**config.mk**
```make
export PLATFORM = sky130hd
export DESIGN_NAME = mem_arbiter
export DESIGN_NICKNAME = d
export VERILOG_FILES = /design/src/rtl/mem_arbiter.sv
export SDC_FILE = /design/constraint.sdc
export NUM_CORES = 1
export LEC_CHECK = 0
export CORE_MARGIN = 4
export CORE_UTILIZATION = 42
export CTS_CLUSTER_SIZE = 8
export DETAILED_ROUTE_END_ITERATION = 8
export PLACE_DENSITY = 0.8
export SYNTH_ARGS = -nofsm -noshare
export SYNTH_HDL_FRONTEND = slang
export SYNTH_SLANG_ARGS = --single-unit
```
**constraint.sdc**
```tcl
create_clock -name clock -period 5.46 [get_ports clock]
set_input_delay 1.092 -clock clock [delete_from_list [all_inputs] [get_ports clock]]
set_output_delay 1.092 -clock clock [all_outputs]
set_load 0.01 [all_outputs]
```
**src/rtl/mem_arbiter.sv**
```systemverilog
// -----------------------------------------------------------------------------
// mem_arbiter
//
// Two-port arbiter in front of a single-port synchronous RAM. A fetch port
// (read-only) and a data port (load/store) compete for the RAM; one access is
// in flight at a time and takes three cycles (IDLE -> ISSUE -> RESP).
//
// Optional build macro:
//   ARB_RR_EN  - round-robin conflict resolution using a last-grant register.
//                When undefined the data port always wins a conflict.
//
// Ports:
//   clock      - single clock, all state updates on posedge
//   clear      - asynchronous active-high reset
//   if_req     - fetch request, held until if_gnt
//   if_addr    - fetch word address
//   if_gnt     - fetch request accepted this cycle (combinational, IDLE only)
//   if_rdata   - fetched word, holds last value between responses
//   if_valid   - one-cycle pulse marking if_rdata valid
//   d_req      - data request, held until d_gnt
//   d_we       - 1 = store, 0 = load
//   d_addr     - data word address
//   d_wdata    - store data
//   d_gnt      - data request accepted this cycle (combinational, IDLE only)
//   d_rdata    - load result, holds last value (stores leave it unchanged)
//   d_valid    - one-cycle pulse: load data valid or store completed
//   mem_addr   - RAM address, driven in ISSUE and held otherwise
//   mem_we     - RAM write enable, high only during ISSUE of a store
//   mem_data   - RAM write data
//   mem_q      - RAM read data, valid the cycle after the address-capture edge
//   busy       - high whenever the FSM is not in IDLE
// -----------------------------------------------------------------------------
module mem_arbiter #(
    parameter int DATA_WIDTH = 32,
    parameter int ADDR_WIDTH = 10
) (
    input  logic                  clock,
    input  logic                  clear,
    input  logic                  if_req,
    input  logic [ADDR_WIDTH-1:0] if_addr,
    output logic                  if_gnt,
    output logic [DATA_WIDTH-1:0] if_rdata,
    output logic                  if_valid,
    input  logic                  d_req,
    input  logic                  d_we,
    input  logic [ADDR_WIDTH-1:0] d_addr,
    input  logic [DATA_WIDTH-1:0] d_wdata,
    output logic                  d_gnt,
    output logic [DATA_WIDTH-1:0] d_rdata,
    output logic                  d_valid,
    output logic [ADDR_WIDTH-1:0] mem_addr,
    output logic                  mem_we,
    output logic [DATA_WIDTH-1:0] mem_data,
    input  logic [DATA_WIDTH-1:0] mem_q,
    output logic                  busy
);

    typedef enum logic [1:0] {
        IDLE  = 2'd0,
        ISSUE = 2'd1,
        RESP  = 2'd2
    } state_t;

    state_t state;

    // Winner id and access kind captured at the grant edge; the address and
    // write data are captured directly into mem_addr / mem_data.
    logic lat_is_d;
    logic lat_we;

    // High when the data port takes a conflict.
    logic d_priority;

`ifdef ARB_RR_EN
    // 1 = data port was granted most recently. Reset to data so the fetch
    // port wins the first conflict after reset.
    logic last_d;
    assign d_priority = ~last_d;
`else
    assign d_priority = 1'b1;
`endif

    // Grants are only ever issued from IDLE; requests arriving while busy
    // simply wait (requesters hold req until they see gnt).
    always_comb begin
        if_gnt = 1'b0;
        d_gnt  = 1'b0;
        if (state == IDLE) begin
            if (d_req && (!if_req || d_priority)) begin
                d_gnt = 1'b1;
            end else if (if_req) begin
                if_gnt = 1'b1;
            end
        end
    end

    always_ff @(posedge clock or posedge clear) begin
        if (clear) begin
            state    <= IDLE;
            busy     <= 1'b0;
            lat_is_d <= 1'b0;
            lat_we   <= 1'b0;
            mem_addr <= '0;
            mem_data <= '0;
            mem_we   <= 1'b0;
            if_valid <= 1'b0;
            d_valid  <= 1'b0;
            if_rdata <= '0;
            d_rdata  <= '0;
`ifdef ARB_RR_EN
            last_d   <= 1'b1;
`endif
        end else begin
            // Pulses default low; each is raised for exactly one cycle below.
            mem_we   <= 1'b0;
            if_valid <= 1'b0;
            d_valid  <= 1'b0;

            case (state)
                IDLE: begin
                    if (d_gnt) begin
                        state    <= ISSUE;
                        busy     <= 1'b1;
                        lat_is_d <= 1'b1;
                        lat_we   <= d_we;
                        mem_addr <= d_addr;
                        mem_data <= d_wdata;
                        mem_we   <= d_we;
`ifdef ARB_RR_EN
                        last_d   <= 1'b1;
`endif
                    end else if (if_gnt) begin
                        state    <= ISSUE;
                        busy     <= 1'b1;
                        lat_is_d <= 1'b0;
                        lat_we   <= 1'b0;
                        mem_addr <= if_addr;
`ifdef ARB_RR_EN
                        last_d   <= 1'b0;
`endif
                    end
                end

                // The RAM captures mem_addr (and the write) at the edge that
                // leaves ISSUE; its read data is then valid throughout RESP.
                ISSUE: begin
                    state <= RESP;
                end

                RESP: begin
                    state <= IDLE;
                    busy  <= 1'b0;
                    if (lat_is_d) begin
                        d_valid <= 1'b1;
                        if (!lat_we) begin
                            d_rdata <= mem_q;
                        end
                    end else begin
                        if_valid <= 1'b1;
                        if_rdata <= mem_q;
                    end
                end

                default: begin
                    state <= IDLE;
                    busy  <= 1'b0;
                end
            endcase
        end
    end

endmodule
```
=== After elaboration in Yosys (flattened, before gate mapping) ===
Index checks and enable logic that the tools add are counted.

* Flip-flop bits (word level): 114
* Output and inout bits: 112
* Word-level logic and storage cells: 46

* Equal/unequal tests: 3
* Mux-type cells: 22
* Bitwise gates (word level): 3
* Reduce and logical (&&, ||, !) cells: 7

{| class="wikitable"
|+ Operator list
! kind !! count
|-
| 2-to-1 mux 10 bit || 2
|-
| 2-to-1 mux 1 bit || 16
|-
| AND reduction 2 bit || 4
|-
| 2-to-1 mux 2 bit || 2
|-
| one-hot mux 2 bit (2 select lines) || 1
|-
| inequality test 3 bit (second input constant) || 1
|-
| inverter 1 bit || 3
|-
| AND reduction 3 bit || 1
|-
| == test 2 x 1 -> 1 bit (second input constant) || 1
|-
| == test 2 bit (second input constant) || 1
|-
| logical NOT 2 bit || 1
|-
| one-hot mux 1 bit (2 select lines) || 1
|-
| nonzero test 2 bit || 1
|}

=== Longest topological paths before layout ===
Gate-level depths: netlist of run 1.

* Word-level depth: 6
* Gate-level depth with buffers: 5

=== Least setup slack after synthesis of run 1 ===
Ideal clock, no wire load.

* Path type: input-to-output
* Start point: in d_req
* End point: out if_gnt
* Arrival time: 1845 ps
* Setup slack: 2523 ps
* Stages on the path: 2
* Path buffers: 1
* Cells stage by stage: buf_1 nor4b_1

* Cells in the longest elaborated chain, start to end: 2

{| class="wikitable"
|+ Ends and longest elaborated chain
! what !! RTL line !! RTL
|-
| start: declaration || 44 || <nowiki>input logic d_req,</nowiki>
|-
| 2-to-1 mux 1 bit || 89 || <nowiki>if (d_req && (!if_req || d_priority)) begin</nowiki>
|-
| 2-to-1 mux 1 bit || 88 || <nowiki>if (state == IDLE) begin</nowiki>
|-
| end: declaration || 41 || <nowiki>output logic if_gnt,</nowiki>
|}

No other way between the ends.

=== Worst setup path in the final report of run 1 ===
Ends and elaborated chain as after synthesis.

==> summary.txt, run 1 <==
STA
  • Final worst path period share: 72.41%
  • Max-slew headroom: 36.42%
  • Final total negative setup slack: 0 ns
  • Hold Slack: 0.4993 ns
  • Final Hold Fails: 0
  • RSZ-0062 raised after global routing: false
  • Setup violators final: 0
  • Final-report max-slew violation count: 0
  • Measured slew at the worst slew-check pin: 0.9537 ns
  • Final setup margin: 1.506 ns
  • Fin Clk Skew: 0.01512 ns
  • Fmax: 0.2529 GHz
  • Min Tclk post-route: 3.954 ns

Synthesis
  • Largest family of logic cells by synthesized area: multiplexers
  • Number of synthesized flops with an enable pin: 0
  • Cell type with the largest total area after synthesis: dfrtp_1
  • Ys Warns: 0
  • Share of the synthesized area in the top cell type: 63.23%
  • Register bit total from synthesis: 114
  • Post-synthesis mux area share: 31.45%
  • Post-synthesis xor/xnor area fraction: 0%
  • Top cells by area, synth: dfrtp_1 63%, mux2_2 21%, mux2_4 10%
  • Compound-cell area share of the yosys netlist: 0.3328%
  • Synth Flop Type: dfrtp_1
  • Cell variety after synth: 20
  • Synth Cell Area: 4512 sq um
  • Synth Instances: 258
  • Post-synth ARST share: 100.0%
  • Synthesized area per cell: 17.49 sq um
  • Syn_nets: 347
  • Register area share after synthesis: 63.23%
  • Post-Synth Adder-Cell Area: 0%
  • Simple-Gate Fraction of Synth Area: 1.719%

Place
  • Placement-stage worst setup slack: 1.512 ns
  • Placed Cells: 586
  • Gpl congestion: 0.7499
  • Post-DP HPWL: 7750 um
  • I/O Buffers: 200

Power and ir drop
  • VDD IR max: 0.3081 mV
  • Pwr dens: 626.9 nW/um^2
  • Static Leak: 0.003017 uW

Routing
  • DRT met1 WL: 4359 um
  • Top Metal Used: met4
  • Via density: 4.759
  • DRC: 0
  • Met2 routed wirelength: 5393 um
  • ANT nets after route: 0
  • Wire per inst: 17.25 um
  • WL met3: 801 um
  • Aggregate routed wire length: 10640 um
  • Drt first-iter violations: 109
  • Drt first pass iters: 4
  • Vias: 2936

Clock tree
  • Clk buf depth: 2
  • Cts hold-fix bufs: 0
  • # resized after CTS: 0
  • CTS clk-pin slew, worst paths: 0.06 ns
  • Post-CTS Setup Bufs: 0
  • H-Tree Depth: 4
  • CTS tree: built
  • Clk sink count: 114
  • Total CTS buffers: 17
  • Worst-skew pair later-pin latency: 0.49 ns
  • Clk root buf: clkbuf_8

Critical path
  • WP data arrival: 2.86 ns
  • Startpoint Class: primary input
  • Crit Path Class: primary input to primary output
  • Worst Setup End Kind: primary output
  • Most used cell, CP: clkdlybuf4s50_1
  • Worst-path cell chain: clkdlybuf4s50_1, nor4b_1, clkdlybuf4s50_1
  • Slowest CP cell: clkdlybuf4s50_1
  • Req. time, crit path: 4.37 ns
  • Largest delay share family, worst path: buffers and inverters
  • CP bufs+invs: 2
  • Crit-path max FO: 13
  • Crit-path max cell delay: 0.67 ns

Floorplan
  • Std cell rows: 37
  • Die height: 111.6 um
  • Die ar.: 12460 sq um
  • Starting Density: 43.32%
  • Top Ports: 201
  • DIE WIDTH: 111.6 um
  • Core ar.: 10420 sq um

Min path
  • Hold WC Path Type: register to register

Cells and area
  • Fin cells: 617
  • Share of cells above drive strength 1: 32.22%
  • # diodes: 0
  • Layout area overhead: 59.43%
  • Nets: 558

Job
  • Max-cap violations: 0

Global route
  • Initial antenna violation count: 0
  • Number of global-route vias before repair: 3382
  • Grt total ovfl: 0
  • First-pass GRT wire length: 17880 um
  • Tot GR Track Use: 17.99%
  • Largest net degree at the start of global routing: 79

Status
  • Run status: complete, no violations
[worst register-to-register path: cells and delay by family (launching register included)]
| family | cells | cell delay (ns) |
|---|---|---|
| and+or+nand+nor | 1 | 0.56 |
| buffers and inverters | 2 | 0.55 |
| DFF | 1 | 0.48 |
| muxes | 1 | 0.39 |
[cell families (layout without fill, tap and decap cells)]
| logic type | Yosys count | count (layout) |
|---|---|---|
| AOI/OAI and AO/OA | 2 | 2 |
| and+or+nand+nor | 11 | 11 |
| buffers and inverters | 15 | 238 |
| muxes | 116 | 116 |
| DFF | 114 | 114 |
[synthesized netlist by cell type, types with 3 or more instances]
master / instances
dfrtp_1: 114
mux2_2: 86
mux2_4: 30
buf_6: 4
buf_12: 3
buf_4: 3
inv_1: 3
nor2_1: 3
[report_power, final]
group	internal (uW)	switching [uW]
Sequential	1270	239
Combinational	1240	660
Clock	717	383
Total	3230	1280
[worst paths after layout]
check / from / end / slack (ns) / depth (start not counted)
worst min register to register: busy / busy / 0.50 / 1
min in group asynchronous: clear / if_rdata[24] / 1.16 / 2
worst max-delay path: d_req / if_gnt / 1.51 / 3
worst max register to register: state[1] / if_rdata[11] / 3.35 / 4
worst min-delay path: busy / busy / 0.50 / 1
max in group asynchronous: clear / if_rdata[15] / 3.23 / 3
[final cells by class]
type	instances	area, sq um
well taps	136	170.2
flip-flops and latches	114	2853
fillers	725	3223
clock buffers	19	441.7
clock inverters	12	158.9
repair buffers	204	2032
inverters	3	13.76
multi-input cells	129	1524
[per-layer routing]
metal	GRT usage, %	vias to the layer above
li1	-	1338
met1	21.42	1469
met2	30.26	120
met3	7.174	9
met4	5.109	0
met5	0	-
[cells in the final DEF, fill, tap and decap left out]
| cell | instances |
|---|---|
| inv_4 | 1 |
| nor3_1 | 1 |
| nor3_4 | 1 |
| inv_1 | 2 |
| nor3b_4 | 1 |
| and3b_1 | 1 |
| nor4b_1 | 1 |
| and2_1 | 1 |
| dfrtp_1 | 114 |
| clkinv_2 | 1 |
| clkinv_4 | 3 |
| clkbuf_16 | 16 |
| bufinv_16 | 3 |
| nor2b_1 | 1 |
| buf_4 | 4 |
| clkinvlp_4 | 5 |
| mux2_4 | 30 |
| a21o_1 | 1 |
| nor2_1 | 3 |
| clkbuf_8 | 3 |
| o21bai_1 | 1 |
| and2_4 | 1 |
| clkdlybuf4s50_1 | 200 |
| mux2_2 | 86 |
[through the flow]
stage | instance area [sq um] | total power [uW] | util, %
finish | 7193 | 4510 | 69.06
global route | 7193 | 4755 | 69.06
CTS | 7193 | 4577 | 69.06
detailed placement | 6593 | 3444 | 63.29
global placement | 6593 | 3391 | 63.29
floorplan | 4512 | 2404 | -
[registers in the layout (all words and copies together), names as in the netlist]
signal,cells
busy,1
lat_is_d,1
if_valid,1
lat_we,1
mem_addr,10
state,2
mem_data,32
if_rdata,32
mem_we,1
d_rdata,32
d_valid,1
(Power assumes the default switching activity.)
==> run 2, diff against run 1 <==
==> constraint.sdc (replaced) <==
create_clock -name clock -period 3.7 [get_ports clock]
set_input_delay 0.74 -clock clock [delete_from_list [all_inputs] [get_ports clock]]
set_output_delay 0.74 -clock clock [all_outputs]
set_load 0.01 [all_outputs]
==> run 2 against run 1 <==
  * Hold slack got worse by 0.017 ns
  * Routed wire length rose by 4.3%
  * Critical path depth did not move
  * Largest cell class unchanged
==> summary.txt, run 2 (synthesis gave the netlist of run 1 again) <==
Status
  • Run status: complete, no violations

Routing
  • DRC: 0
  • Drt first-iter violations: 119
  • Drt first pass iters: 4
  • Vias: 2986
  • Aggregate routed wire length: 11100 um
  • ANT nets after route: 0
  • Via density: 4.840
  • Wire per inst: 17.99 um

STA
  • Final-report max-slew violation count: 0
  • Final worst path period share: 83.17%
  • Min Tclk post-route: 3.077 ns
  • RSZ-0062 raised after global routing: false
  • Fmax: 0.3250 GHz
  • Setup violators final: 0
  • Max-slew headroom: 52.89%
  • Fin Clk Skew: 0.008602 ns
  • Final total negative setup slack: 0 ns
  • Final Hold Fails: 0
  • Measured slew at the worst slew-check pin: 0.7044 ns

Global route
  • Grt total ovfl: 0
  • Initial antenna violation count: 0
  • First-pass GRT wire length: 17860 um
  • Largest net degree at the start of global routing: 58
  • Number of global-route vias before repair: 3354
  • Tot GR Track Use: 18.30%

Critical path
  • Slowest CP cell: clkdlybuf4s50_1
  • Reg2Reg Depth: 4
  • Most used cell, CP: clkdlybuf4s50_1
  • Crit-path max FO: 2
  • Critical Path End: if_gnt
  • Worst-path cell chain: clkdlybuf4s50_1, nor4b_1, clkdlybuf4s50_1
  • Setup slack, reg-to-reg: 1.50 ns
  • RR Endpoint: if_rdata[7]
  • WP data arrival: 2.34 ns
  • Crit Path Class: primary input to primary output
  • Reg-to-Reg Start: state[1]
  • Req. time, crit path: 2.96 ns
  • Crit. Startpoint: if_req
  • Startpoint Class: primary input
  • Worst Setup End Kind: primary output
  • Crit-path max cell delay: 0.66 ns

Cells and area
  • Most frequent cells in the layout: 200 x clkdlybuf4s50_1, 114 x dfrtp_1, 86 x mux2_2, 30 x mux2_4, 16 x clkbuf_16
  • Share of cells above drive strength 1: 32.02%
  • Layout area overhead: 59.51%
  • Most common cell after layout, fill and taps aside: clkdlybuf4s50_1
  • Fin cells: 617
  • Fin util: 69.09%
  • Area of the multi-input gates: 1524 sq um
  • Nets: 560
  • Post-route cell area: 7197 sq um
  • Biggest regs: d_rdata (32), if_rdata (32), mem_data (32)
  • Register Area: 2853 sq um
  • # diodes: 0
  • Fillers: 738

Place
  • Placement Cell Area: 6621 sq um
  • Post-DP HPWL: 8035 um
  • Placed Cells: 588
  • Gpl congestion: 0.7329
  • I/O Buffers: 200

Clock tree
  • CTS clk-pin slew, worst paths: 0.05 ns
  • Clk root buf: clkbuf_8
  • Worst-skew pair later-pin latency: 0.50 ns
  • # resized after CTS: 0
  • CTS tree: built
  • Total CTS buffers: 17
  • H-Tree Depth: 4
  • Clk sink count: 114
  • Post-CTS Setup Bufs: 0
  • Clk buf depth: 2
  • Cts hold-fix bufs: 0

Floorplan
  • Top Ports: 201
  • Std cell rows: 37
  • DIE WIDTH: 111.6 um
  • Die height: 111.6 um
  • Starting Density: 43.32%
  • Die ar.: 12460 sq um
  • Core ar.: 10420 sq um

Min path
  • Cell depth of the worst min-delay path: 1
  • Hold WC Path Type: register to register

Power and ir drop
  • Static Leak: 0.003038 uW
  • Pwr dens: 919.9 nW/um^2
  • Total power: 6621 uW
  • VDD IR max: 0.5390 mV

Job
  • Max-cap violations: 0
==> run 2: cell types whose count changed in the layout (fill, tap and decap cells not counted), moves of 2 or more <==
| cell | change |
|---|---|
| clkinv_2 | +2 |
| clkinvlp_4 | -4 |
| clkinv_4 | -3 |
| clkbuf_8 | +4 |
==> run 2: stage by stage <==
step,hold WS [ns],setup slack (ns)
after detailed placement,0.4757,0.7104
final,0.4826,0.6228
after CTS,0.4875,0.6553
after global routing,0.5187,0.6013
after global placement,0.4675,0.7737
after floorplan,0.4888,1.467
==> run 2: worst min path at each step <==
stage	startpoint	to
floorplan	lat_we	lat_we
global placement	busy	busy
detailed placement	busy	busy
CTS	busy	busy
global route	if_rdata[13]	if_rdata[13]
finish	busy	busy
==> run 2: critical path: cells and delay by family <==
family                 cells  cell delay (ns)
buffers and inverters      2             1.14
and+or+nand+nor            1             0.45
==> run 2: per-layer routing <==
layer / wire length, um / vias up / global-route usage, %
met5: 0 / - / 0
met4: 84 / 0 / 5.515
met3: 1025 / 9 / 8.315
met2: 5834 / 131 / 32.33
met1: 4156 / 1505 / 19.62
li1: - / 1341 / -
==> run 2: final cells by class <==
class | count | area share (%)
sequential | 114 | 39.64
timing repair buffer | 206 | 28.62
multi-input combinational | 129 | 21.18
clock buffer | 24 | 6.954
tap | 136 | 2.364
clock inverter | 5 | 1.043
inverter | 3 | 0.2086
==> run 2: where the power goes <==
| group | total, uW | leakage, uW | internal, uW | switching, uW |
|---|---|---|---|---|
| Sequential | 2250 | 0.00136 | 1880 | 367 |
| Combinational | 2810 | 0.00139 | 1830 | 985 |
| Clock | 1560 | 0.000289 | 1050 | 511 |
| Total | 6620 | 0.00304 | 4760 | 1860 |
==> run 3, diff against run 2 <==
==> constraint.sdc (replaced) <==
create_clock -name clock -period 3.1 [get_ports clock]
set_input_delay 0.62 -clock clock [delete_from_list [all_inputs] [get_ports clock]]
set_output_delay 0.62 -clock clock [all_outputs]
set_load 0.01 [all_outputs]
==> run 3 against run 2 <==
  * Via count is 0.40% lower
  * Design area is 1.6% higher
  * First-iteration DRC count is 35% lower
  * Total power is 25% higher
  * Critical endpoint unchanged
  * Routed wire length is 1.7% higher
  * Clock power is 42% higher
  * Critical path type unchanged
  * Hold slack hardly changed
==> summary.txt, run 3 (synthesis gave the netlist of run 1 again) <==
Power and ir drop
  • Reg power frac: 32.4%
  • Logic pwr share: 40.9%
  • Switching power: 2305 uW
  • Switching Fraction: 27.91%
  • VDD IR max: 0.5476 mV
  • Pwr dens: 1129 nW/um^2
  • Clk pwr share: 26.7%
  • Internal cell power: 5955 uW
  • Static Leak: 0.003083 uW

Global route
  • First-pass GRT wire length: 17930 um
  • Initial antenna violation count: 0
  • Largest net degree at the start of global routing: 62
  • Number of global-route vias before repair: 3388
  • Grt total ovfl: 0
  • Tot GR Track Use: 18.24%

Floorplan
  • Std cell rows: 37
  • DIE WIDTH: 111.6 um
  • Top Ports: 201
  • Die height: 111.6 um
  • Die ar.: 12460 sq um
  • Core ar.: 10420 sq um
  • Starting Density: 43.32%

STA
  • RSZ-0062 raised after global routing: false
  • Setup violators final: 0
  • Min Tclk post-route: 2.713 ns
  • Final total negative setup slack: 0 ns
  • Max-slew headroom: 48.38%
  • Final worst path period share: 87.52%
  • Final Hold Fails: 0
  • Fin Clk Skew: 0.008062 ns
  • Fmax: 0.3686 GHz
  • Final-report max-slew violation count: 0
  • Measured slew at the worst slew-check pin: 0.7718 ns

Cells and area
  • Layout area overhead: 62.12%
  • Nets: 561
  • Biggest regs: d_rdata (32), if_rdata (32), mem_data (32)
  • Fillers: 733
  • Most frequent cells in the layout: 200 x clkdlybuf4s50_1, 114 x dfrtp_1, 86 x mux2_2, 30 x mux2_4, 16 x clkbuf_16
  • # diodes: 0
  • Most common cell after layout, fill and taps aside: clkdlybuf4s50_1
  • Fin util: 70.22%
  • Share of cells above drive strength 1: 32.58%

Routing
  • ANT nets after route: 0
  • Met2 routed wirelength: 5772 um
  • Wire per inst: 18.18 um
  • Drt first-iter violations: 77
  • Vias: 2974
  • DRT met1 WL: 4405 um
  • Drt first pass iters: 4
  • Top Metal Used: met4
  • WL met3: 986 um
  • DRC: 0
  • Via density: 4.789
  • Aggregate routed wire length: 11290 um

Clock tree
  • Worst-skew pair later-pin latency: 0.50 ns
  • Total CTS buffers: 17
  • Clk buf depth: 2
  • Clk root buf: clkbuf_8
  • Post-CTS Setup Bufs: 0
  • Clk sink count: 114
  • H-Tree Depth: 4
  • CTS tree: built
  • CTS clk-pin slew, worst paths: 0.05 ns
  • Cts hold-fix bufs: 0
  • # resized after CTS: 0

Critical path
  • Most used cell, CP: clkdlybuf4s50_1
  • Worst Setup End Kind: primary output
  • WP data arrival: 2.09 ns
  • Setup slack, reg-to-reg: 1.09 ns
  • Req. time, crit path: 2.48 ns
  • Startpoint Class: primary input
  • CP bufs+invs: 2
  • Crit-path max cell delay: 0.62 ns
  • Reg2Reg Depth: 4
  • Crit Path Class: primary input to primary output
  • Crit-path max FO: 5
  • Worst-path cell chain: clkdlybuf4s50_1, nor4b_1, clkdlybuf4s50_1
  • Reg-to-Reg Start: state[1]
  • Largest delay share family, worst path: buffers and inverters
  • RR Endpoint: if_rdata[15]
  • Slowest CP cell: clkdlybuf4s50_1

Place
  • I/O Buffers: 200
  • Gpl congestion: 0.7479
  • Post-DP HPWL: 8152 um

Min path
  • Cell depth of the worst min-delay path: 1
  • Hold WC Path Type: register to register
  • Worst hold start: busy
  • Worst Hold Path EP: busy

Job
  • Max-cap violations: 0

Status
  • Run status: complete, no violations
==> run 3: cell count changes in the layout (fill, tap and decap cells not counted) <==
cell | previous run | this run
buf_12 | 1 | 2
bufinv_16 | 2 | 6
clkbuf_8 | 7 | 3
clkinv_2 | 3 | 1
clkinv_4 | 0 | 3
clkinvlp_4 | 1 | 2
inv_6 | 0 | 1
==> run 3: power by group through the flow <==
stage	logic, uW	clock network, uW	registers, uW
after floorplan	1260	0	2980
after global placement	3350	0	2650
after detailed placement	3420	0	2690
final	3380	2210	2680
after global routing	3570	2320	2780
after CTS	3440	2240	2690
==> run 3: area by class of cell <==
type	instances	area (sq um)	area share, %
Tap cell	136	170.2	2.326
Timing Repair Buffer	207	2079	28.43
Multi-Input combinational cell	129	1524	20.83
Inverter	3	15.01	0.2053
Sequential cell	114	2853	39.00
Clock buffer	20	445.4	6.090
Clock inverter	12	227.7	3.113
==> run 3: routing by layer <==
layer	GRT usage [%]	vias up
met5	0	-
met4	5.921	0
met1	20.51	1495
met3	8.370	10
li1	-	1342
met2	30.86	127
==> run 3: metrics by stage <==
stage	instance area, sq um	power [uW]	worst slack, ns	std cells	hold WS (ns)
6_report	7315	8260	0.3868	621	0.4822
5_1_grt	7315	8670	0.3208	621	0.5192
2_1_floorplan	4516	4234	1.095	258	0.4888
3_3_place_gp	6641	6002	0.3991	589	0.4690
4_1_cts	7315	8372	0.3870	621	0.4867
3_5_place_dp	6641	6111	0.3797	589	0.4745
==> run 3: how the worst max path moves through the flow <==
stage	from	end	slack, ns	depth (start not counted)
6_report	d_req	if_gnt	0.39	3
3_3_place_gp	d_req	if_gnt	0.40	3
5_1_grt	d_req	if_gnt	0.32	3
4_1_cts	d_req	if_gnt	0.39	3
3_5_place_dp	d_req	if_gnt	0.38	3
2_1_floorplan	clear	busy	1.09	1
==> patch 1, RTL diff (flow settings as in run 2) <==
Build with the macro `ARB_RR_EN` defined.
--- a/src/rtl/mem_arbiter.sv
+++ b/src/rtl/mem_arbiter.sv
@@ -30,6 +30,8 @@
 //   mem_q      - RAM read data, valid the cycle after the address-capture edge
 //   busy       - high whenever the FSM is not in IDLE
 // -----------------------------------------------------------------------------
+`define ARB_RR_EN
+
 module mem_arbiter #(
     parameter int DATA_WIDTH = 32,
     parameter int ADDR_WIDTH = 10
Function: changed (Yosys sat finds a counterexample within 4 cycles, from zero or initial values).
==> patch 1 against run 2 <==
Clock skew is 1.0 ps higher. Setup slack worse by 110 ps. Synthesized cell count is 7.0% higher. Area after synthesis is 0.50% higher. Clock power is 26% higher. Critical path depth is 1 higher. Non-clock buffer count is 3 higher. Global-route usage is 0.67 points higher. Sequential cell count is 1 higher. Cell area is 2.5% higher. Wire length is 5.7% higher. Power is 8.3% higher. Maximum frequency is 3.3% lower. Critical endpoint unchanged. Highest routed layer unchanged.
==> patch 1: results <==
metrics = {
    "yosys": {
        "yosysUniqueCellTypes": 26,
        "synthTopCellsByArea": "dfrtp_1 63%, mux2_2 16%, mux2_4 9.9%",
        "netlist_top_cells_count": "114 x dfrtp_1, 66 x mux2_2, 30 x mux2_4, 11 x o21ai_0",
        "synth_nets": 365,
        "yosysSeqAreaShare": 0.635,
    },
    "finish": {
        "fin_area_um2": 7370,
        "final_nets": 579,
        "layout-drive-gt1-share": 0.282,
        "n_fill_cell": 717,
    },
    "setup_path": {
        "crit_fanout": 4,
        "arrival_ps": 2440,
    },
    "global_route": {
        "grt_usage": 0.190,
        "grt_first_pass_wirelength_um": 18400,
        "first_global_vias": 3466,
        "grt_max_degree": 75,
    },
    "place": {
        "pre_cts_ws_ps": 543,
        "routabilityCongestion": 0.740,
        "dpl-instance-area_um2": 6660,
        "dp_hpwl_um": 8210,
    },
    "cts": {
        "cts_max_path_buffers": 2,
        "cts_buffers": 17,
        "path_clk_slew_ps": 60,
    },
    "detailed_routing": {
        "wire_per_inst_um": 18.4,
        "drtIter0Drc": 145,
        "dr_total_vias": 3082,
    },
    "run_status": {
        "run_status": "completed",
    },
    "timing": {
        "finClkSkew_ps": 9.62,
        "relSlewSlack": 0.330,
    },
    "power_and_ir_drop": {
        "power_leakage_uw": 0.00314,
        "ir_drop_mv": 0.408,
    },
}
-- patch 1: cell types whose count changed after synthesis, moves of 2 or more --
cell and change:
mux2i_1 +9, clkbuf_1 +2, buf_4 +3, mux2_2 -20
buf_6 -3, nand2_1 +5, nand3_1 +9, nor3b_1 +2
o21ai_0 +11
-- patch 1: final timing paths --
check                           depth (start not counted)      endpoint  slack (ps)      from
min in group asynchronous                               2  mem_data[26]         740     clear
worst min register to register                          2        last_d         480    last_d
worst max-delay path                                    4        if_gnt         520    if_req
max in group asynchronous                               3   d_rdata[28]        2140     clear
worst max register to register                          5  mem_data[30]        1360  state[0]
worst min-delay path                                    2        last_d         480    last_d
-- patch 1: report_power, final --
group | internal [uW] | switching, uW
combinational | 1860 | 1080
clock | 1390 | 576
sequential | 1910 | 367
-- patch 1: per-stage QoR --
step / cells / total power (uW)
after floorplan: 276 / 3660
after global placement: 607 / 5140
after detailed placement: 607 / 5230
after CTS: 639 / 7260
after global routing: 639 / 7540
final: 639 / 7170
-- patch 1: kinds of logic (layout without fill, tap and decap cells) --
| logic type | count (synthesis) | in the layout | synth area share |
|---|---|---|---|
| buffers and inverters | 18 | 245 | 0.0328 |
| and+or+nand+nor | 24 | 24 | 0.0315 |
| AOI/OAI and AO/OA | 14 | 14 | 0.0177 |
| DFF | 115 | 115 | 0.635 |
| muxes | 105 | 105 | 0.283 |
-- patch 1: area by class of cell --
class                           instances  share of cell area
Clock buffer                           19              0.0585
Timing Repair Buffer                  209               0.282
Multi-Input combinational cell        143               0.205
Clock inverter                         13              0.0378
Inverter                                4             0.00255
Sequential cell                       115               0.390
Tap cell                              136              0.0231
-- patch 1: critical path, stage by stage --
cell and delay, ps:
clkdlybuf4s50_1 540, or3b_2 510, nor2_1 100, clkdlybuf4s50_1 550
-- patch 1: layer usage --
layer,share of wire,up-vias,GRT usage,wire [um]
li1,-,1409,-,-
met1,0.38,1525,0.205,4450
met2,0.52,131,0.327,6060
met3,0.089,17,0.0891,1050
met4,0.015,0,0.0657,181
met5,0,-,0,0
